`src/rtl/fetch_unit.sv`:
```
// Instruction-fetch front end: owns the fetch PC, keeps at most one
// instruction-memory request in flight, buffers returned words in a small
// prefetch queue and presents {instruction, PC+2} to the IF/ID register.
module fetch_unit #(
  parameter int                ADDR_W   = 16,
  parameter int                DATA_W   = 16,
  parameter logic [ADDR_W-1:0] RESET_PC = '0,
  parameter int                QDEPTH   = 2
) (
  input  logic              clk,
  input  logic              rst,
  output logic              imem_req,
  output logic [ADDR_W-1:0] imem_addr,
  input  logic              imem_ack,
  input  logic [DATA_W-1:0] imem_rdata,
  input  logic              ifid_write,
  input  logic              redirect,
  input  logic [ADDR_W-1:0] redirect_pc,
  output logic [DATA_W-1:0] instr_out,
  output logic [ADDR_W-1:0] pc_add2_out,
  output logic              instr_valid
);

  localparam int PW = (QDEPTH > 1) ? $clog2(QDEPTH) : 1;
  localparam int CW = PW + 1;

  logic [ADDR_W-1:0] fetch_pc;
  logic [ADDR_W-1:0] req_addr;
  logic [ADDR_W-1:0] pc_hold;
  logic              outstanding;
  logic              discard;

  logic [DATA_W-1:0] q_instr [QDEPTH];
  logic [ADDR_W-1:0] q_pc    [QDEPTH];
  logic [PW-1:0]     head;
  logic [PW-1:0]     tail;
  logic [CW-1:0]     count;

  logic ack_ok;
  logic issue;
  logic push;
  logic pop;

  // Handshake and queue-control decisions for this cycle; redirect overrides
  // both enqueue and consume, and an ack with nothing in flight is ignored.
  always_comb begin
    ack_ok = imem_ack && outstanding;
    issue  = !outstanding && !redirect && (count < CW'(QDEPTH));
    push   = ack_ok && !discard && !redirect;
    pop    = (count != '0) && ifid_write && !redirect;
  end

  // Fetch PC, request tracking and the owed-response discard flag.
  always_ff @(posedge clk or posedge rst) begin
    if (rst) begin
      fetch_pc    <= RESET_PC;
      req_addr    <= RESET_PC;
      outstanding <= 1'b0;
      discard     <= 1'b0;
    end else begin
      if (redirect)
        fetch_pc <= redirect_pc & ~ADDR_W'(1);
      else if (issue)
        fetch_pc <= fetch_pc + ADDR_W'(2);

      if (issue) begin
        outstanding <= 1'b1;
        req_addr    <= fetch_pc;
      end else if (ack_ok) begin
        outstanding <= 1'b0;
      end

      // Only one response can ever be owed, so repeated redirects keep it at 1.
      if (ack_ok)
        discard <= 1'b0;
      else if (redirect && outstanding)
        discard <= 1'b1;
    end
  end

  // Queue pointers, occupancy and the last presented PC+2.
  always_ff @(posedge clk or posedge rst) begin
    if (rst) begin
      head    <= '0;
      tail    <= '0;
      count   <= '0;
      pc_hold <= '0;
    end else begin
      if (count != '0)
        pc_hold <= q_pc[head];
      if (redirect) begin
        head  <= '0;
        tail  <= '0;
        count <= '0;
      end else begin
        if (push)
          tail <= tail + PW'(1);
        if (pop)
          head <= head + PW'(1);
        count <= count + CW'(push) - CW'(pop);
      end
    end
  end

  // Queue storage; contents are qualified by count so they need no reset.
  always_ff @(posedge clk) begin
    if (push) begin
      q_instr[tail] <= imem_rdata;
      q_pc[tail]    <= req_addr + ADDR_W'(2);
    end
  end

  // Memory request is held from the issuing edge until its ack; the head
  // entry drives IF/ID directly, with a NOP bubble when the queue is empty.
  always_comb begin
    imem_req    = outstanding;
    imem_addr   = req_addr;
    instr_valid = (count != '0);
    instr_out   = instr_valid ? q_instr[head] : '0;
    pc_add2_out = instr_valid ? q_pc[head] : pc_hold;
  end

endmodule

```
`config.mk`:
```
export PLATFORM = sky130hd
export DESIGN_NAME = fetch_unit
export DESIGN_NICKNAME = d
export VERILOG_FILES = /design/src/rtl/fetch_unit.sv
export SDC_FILE = /design/constraint.sdc
export NUM_CORES = 1
export LEC_CHECK = 0
export BUFFER_PORTS_ARGS = -buffer_cell sky130_fd_sc_hd__buf_2
export CAP_MARGIN = 20
export CORE_ASPECT_RATIO = 2
export CORE_UTILIZATION = 30
export DETAILED_ROUTE_END_ITERATION = 7
export PLACE_DENSITY = 0.51
export SLEW_MARGIN = 20
export SYNTH_ARGS = -nofsm -noshare
export SYNTH_HDL_FRONTEND = slang
export SYNTH_SLANG_ARGS = --single-unit
```
`constraint.sdc`:
```
create_clock -name clk -period 4 [get_ports clk]
set_input_delay 0 -clock clk [delete_from_list [all_inputs] [get_ports clk]]
set_output_delay 0 -clock clk [all_outputs]
set_load 0.05 [all_outputs]
```
---- After elaboration in Yosys (flattened, before gate mapping) ----
Memories as Yosys holds them, arrays and structs flattened.
Cells that the tools add are included.
word-level totals
  flip-flop bits (word level) ............. 54
  bits in latches ......................... 0
  memory bits (writable) .................. 64
  bits in read-only memories .............. 0
  output and inout bits ................... 50
  word-level logic and storage cells ...... 49
  memories ................................ 2
cells by class
  add/sub/neg operators ................... 6
  multiply operators ...................... 0
  divide/modulo/power cells ............... 0
  order comparisons ....................... 1
  equal/unequal tests ..................... 0
  shift operators ......................... 0
  muxes and demuxes ....................... 15
  bitwise logic cells ..................... 0
  reduce and logical (&&, ||, !) cells .... 17
memories
  memory   words  width  rd ports  clocked after Yosys merged registers in  wr ports  RTL line  source
  q_instr  2      16     1         0                                        1         33        logic [DATA_W-1:0] q_instr [QDEPTH];
  q_pc     2      16     1         0                                        1         34        logic [ADDR_W-1:0] q_pc [QDEPTH];
operators with widths
  cell                                                              number
  16-bit two-way mux                                                4
  16-bit by 2-bit adder with 16-bit output (second input constant)  2
  2-bit nonzero test                                                6
  1-bit two-way mux                                                 10
  1-bit logical AND                                                 8
  1-bit zero test                                                   3
  1-bit adder (second input constant)                               2
  2-bit by 1-bit adder with 2-bit output                            1
  2-bit less-than comparator (second input constant)                1
  2-bit two-way mux                                                 1
  2-bit by 1-bit subtractor with 2-bit output                       1

---- Depth between registers and ports, before layout ----
  depth in word-level cells ............... 6
  depth in mapped cells ................... 10

---- Worst setup path before layout ----
No wires, ideal clock.
  kind .................................... reg-to-reg
  from .................................... register outstanding, in the netlist imem_req
  to ...................................... memory q_instr[1][0], enable pin
  setup time .............................. 0.464 ns
  data arrival time ....................... 3.347 ns
  data required time ...................... 3.536 ns
  slack ................................... 0.189 ns
  stages on the path, launching flop included .. 4
  period minus slack after synthesis ...... 3.811 ns
  cell sequence ........................... dfrtp_1 -> buf_6 -> nand3b_1 -> nor3b_1
on the way
  cells in the longest elaborated chain, start to end .. 5
ends and longest elaborated chain
  what                                     RTL line  source
  from (decl)                              30        logic outstanding;
  from (signal assigned)                   58        outstanding <= 1'b0;
  from (signal assigned)                   67        outstanding <= 1'b1;
  from (signal assigned)                   70        outstanding <= 1'b0;
  1-bit logical AND                        47        ack_ok = imem_ack && outstanding;
  1-bit logical AND (2 in series)          49        push = ack_ok && !discard && !redirect;
  1-bit two-way mux                        107       if (push) begin
  1-bit two-way mux (not written as such)  108       q_instr[tail] <= imem_rdata;
  to (decl)                                33
Every way passes these cells.

---- Final worst setup path ----
  from .................................... register head
  to ...................................... output port pc_add2_out[8]
on the way
  cells in the longest elaborated chain, start to end .. 2
ends and longest elaborated chain
  what                    RTL line  source
  from (decl)             35        logic [PW-1:0] head;
  from (signal assigned)  99        head <= head + PW'(1);
  memory read 2 x 16 bit  -
  16-bit two-way mux      -
  to (decl)               20        output logic [ADDR_W-1:0] pc_add2_out,
Every way passes these cells.

==> results.yml <==
global_route:
  grt_pass1_vias: 3453
  grt_pass1_wl_mm: 16.9
  overflow: 0
  antenna_found_initial: 0
  grt_max_degree: 53
  grtUsageTotal_pct: 13.7
placement:
  routabilityCongestion: 0.860
  place_inst: 627
  port_buffers: 84
  place_hpwl_mm: 6.79
clock_network:
  cts_tree: "yes"
  path_clk_slew_ps: 50
  cts_inserted_buffers: 17
  clockBufferDepth: 2
  cts_sinks: 114
  htreeDepth: 4
  worstSkewPairLatency_ps: 400
  cts_resized: 0
  cts_root_buf: "clkbuf_16"
flow_run:
  max_cap_viol_count: 0
cells_and_area:
  nets: 522
  mostFrequentLayoutCells: "buf_2 (84), edfxtp_1 (62), dfrtp_1 (51), nand2_1 (39), dlygate4sd3_1 (34)"
  area_delta_synth_final_pct: 32.9
  fillers: 1476
  diodes: 0
  drive_gt1_share_pct: 28.3
  stdcell_count: 693
  final_common_cell: "buf_2"
power:
  p_clk_share_pct: 30.7
  seqPwrFrac_pct: 35.3
  cellLeakagePower_nw: 2.54
  p_int_mw: 3.02
  p_comb_share_pct: 34.0
  power_switching_mw: 1.98
  irDropWorstVdd_mv: 0.420
  swShare_pct: 39.6
  power_density_nw_per_um2: 788
critical_path:
  start_kind: "flip-flop"
  cp.required_ps: 4000
  path_class: "reg2out"
  crit_path_max_fanout: 32
  crit_arrival_ps: 2290
  endpoint_kind: "output pin"
  setup.worst_path.start: "head$_DFFE_PP0P_"
  r2r_slack_ps: 1830
  rr_startpoint: "count[1]$_DFF_PP0_"
hold_path:
  hold_path_class: "in2reg"
  worstHoldStart: "redirect"
route:
  totalWireLength_mm: 10.4
  drc: 0
  wl_per_cell_um: 15.0
  ant_nets: 0
  drt_iter0_drc: 116
  vias: 3111
  drtPass1Iterations: 4
  via_per_inst: 4.49
timing:
  slew_headroom_pct: 33.9
  hold_viol: 0
  tightest_slew_ps: 991
  fmax_mhz: 436
  rsz0062_at_grt: "no"
  finClkSkew_ps: 7.51
  tns_ps: 0
  setup_viol: 0
  period_needed_ps: 2290
  finalCritPeriodShare_pct: 57.3
  drv_slew: 0
run_status:
  run_status: "finished clean"
floorplan:
  coreArea_um2: 15500
  initial_core_util_pct: 30.9
  dieArea_um2: 16500
  die_w_um: 91.2
  die_h_um: 180
  rows: 64
  num_io_pins: 87
synth:
  yosysSeqAreaShare_pct: 66.3
  yosys_warnings: 0
  synth.distinct_cells: 35
  syn-num-nets: 398
  synth_area_per_cell_um2: 13.3
  ys_ff_latch: 114
  netlist_instances: 358
  syn-cell-area_um2: 4770
## logic make-up (layout without fill, tap and decap cells)
| logic type | count (synthesis) | count (layout) | synth area share [%] |
|---|---|---|---|
| mux | 47 | 47 | 10.2 |
| other cells | 1 | 1 | 0.0786 |
| fa+ha+maj | 3 | 3 | 0.786 |
| compound gates | 36 | 36 | 3.98 |
| buf+inv | 21 | 158 | 2.15 |
| simple gates | 108 | 108 | 11.4 |
| flops | 114 | 114 | 66.3 |
| xor+xnor | 28 | 28 | 5.14 |
## per-layer routing
layer / GRT usage, % / vias up / share of wire, %
met3: 3.92 / 14 / 3.1
met5: 0 / - / 0
met4: 6.41 / 0 / 2.1
met2: 26.4 / 80 / 57
li1: - / 1532 / -
met1: 13.0 / 1485 / 37
## critical path, cell delays in order (launching register included)
cell,delay (ps)
dfrtp_2,1010
mux2i_1,160
o21ai_0,360
buf_2,340
## path summary, 6_finish.rpt
check	cells after the start	end
max	3	pc_add2_out[8]
min	2	head$_DFFE_PP0P_
max reg2reg	10	count[1]$_DFF_PP0_
min reg2reg	1	pc_hold[0]$_DFF_PP0_
max in group asynchronous	4	head$_DFFE_PP0P_
min in group asynchronous	4	pc_hold[0]$_DFF_PP0_
## per-stage QoR
stage	hold WS (ps)	instance area, um2	utilization (%)	total power, mW	setup WS, ps
6_report	139	6340	41.0	5.00	1710
3_5_place_dp	193	5400	35.0	3.49	1760
2_1_floorplan	85.9	4770	-	3.06	189
5_1_grt	176	6340	41.0	5.26	1510
4_1_cts	124	6340	41.0	5.07	1590
3_3_place_gp	192	5400	35.0	3.46	1810
## sequential cells by signal (all words and copies together) (netlist names)
signal,flops
tail,1
q_pc,30
imem_req,1
imem_addr,15
q_instr,32
head,1
pc_hold,16
fetch_pc,15
count,2
discard,1
## power by group through the flow
| stage | clock network (mW) | registers, mW | logic, mW |
|---|---|---|---|
| floorplan | 0 | 1.96 | 1.10 |
| global placement | 0 | 1.78 | 1.68 |
| detailed placement | 0 | 1.79 | 1.70 |
| CTS | 1.57 | 1.77 | 1.73 |
| global route | 1.63 | 1.81 | 1.82 |
| finish | 1.53 | 1.76 | 1.70 |
## synthesized netlist by cell type
cell type | number | area (um2)
edfxtp_1 | 62 | 1860
dfrtp_1 | 52 | 1300
nand2_1 | 39 | 146
mux2i_1 | 32 | 320
o21ai_0 | 30 | 150
nor2_1 | 23 | 86.3
xnor2_1 | 17 | 149
mux2_2 | 15 | 169
nand3_1 | 12 | 60.1
xor2_1 | 11 | 96.3
clkbuf_1 | 9 | 33.8
nand4_1 | 8 | 50.1
nor2b_1 | 5 | 31.3
buf_2 | 4 | 20.0
inv_1 | 4 | 15.0
a21oi_1 | 3 | 15.0
and3_1 | 3 | 18.8
and4_1 | 3 | 26.3
ha_1 | 3 | 37.5
nor3_1 | 3 | 15.0
and2_1 | 2 | 12.5
and4bb_2 | 2 | 25.0
buf_6 | 2 | 22.5
nor3b_1 | 2 | 15.0
o311ai_0 | 2 | 17.5
a21o_1 | 1 | 7.51
buf_1 | 1 | 3.75
buf_4 | 1 | 7.51
conb_1 | 1 | 3.75
nand2b_1 | 1 | 6.26
nand3b_1 | 1 | 7.51
nand4bb_1 | 1 | 11.3
nor3_4 | 1 | 16.3
or2_0 | 1 | 6.26
or4_1 | 1 | 7.51
## what timing repair did
action	CTS	global route
setup buffers	0	0
endpoints found under the hold margin	103	0
hold buffers	34	0
## layout make-up
cell class                 instances  area [um2]  share of cell area (%)
sequential                       114        3160                    49.9
clock inverter                    13         166                    2.62
timing repair buffer             122         791                    12.5
clock buffer                      19         433                    6.83
inverter                           4        15.0                   0.237
multi-input combinational        223        1530                    24.0
tap                              198         248                    3.91
Note: power is estimated with default switching activity, not from simulation.
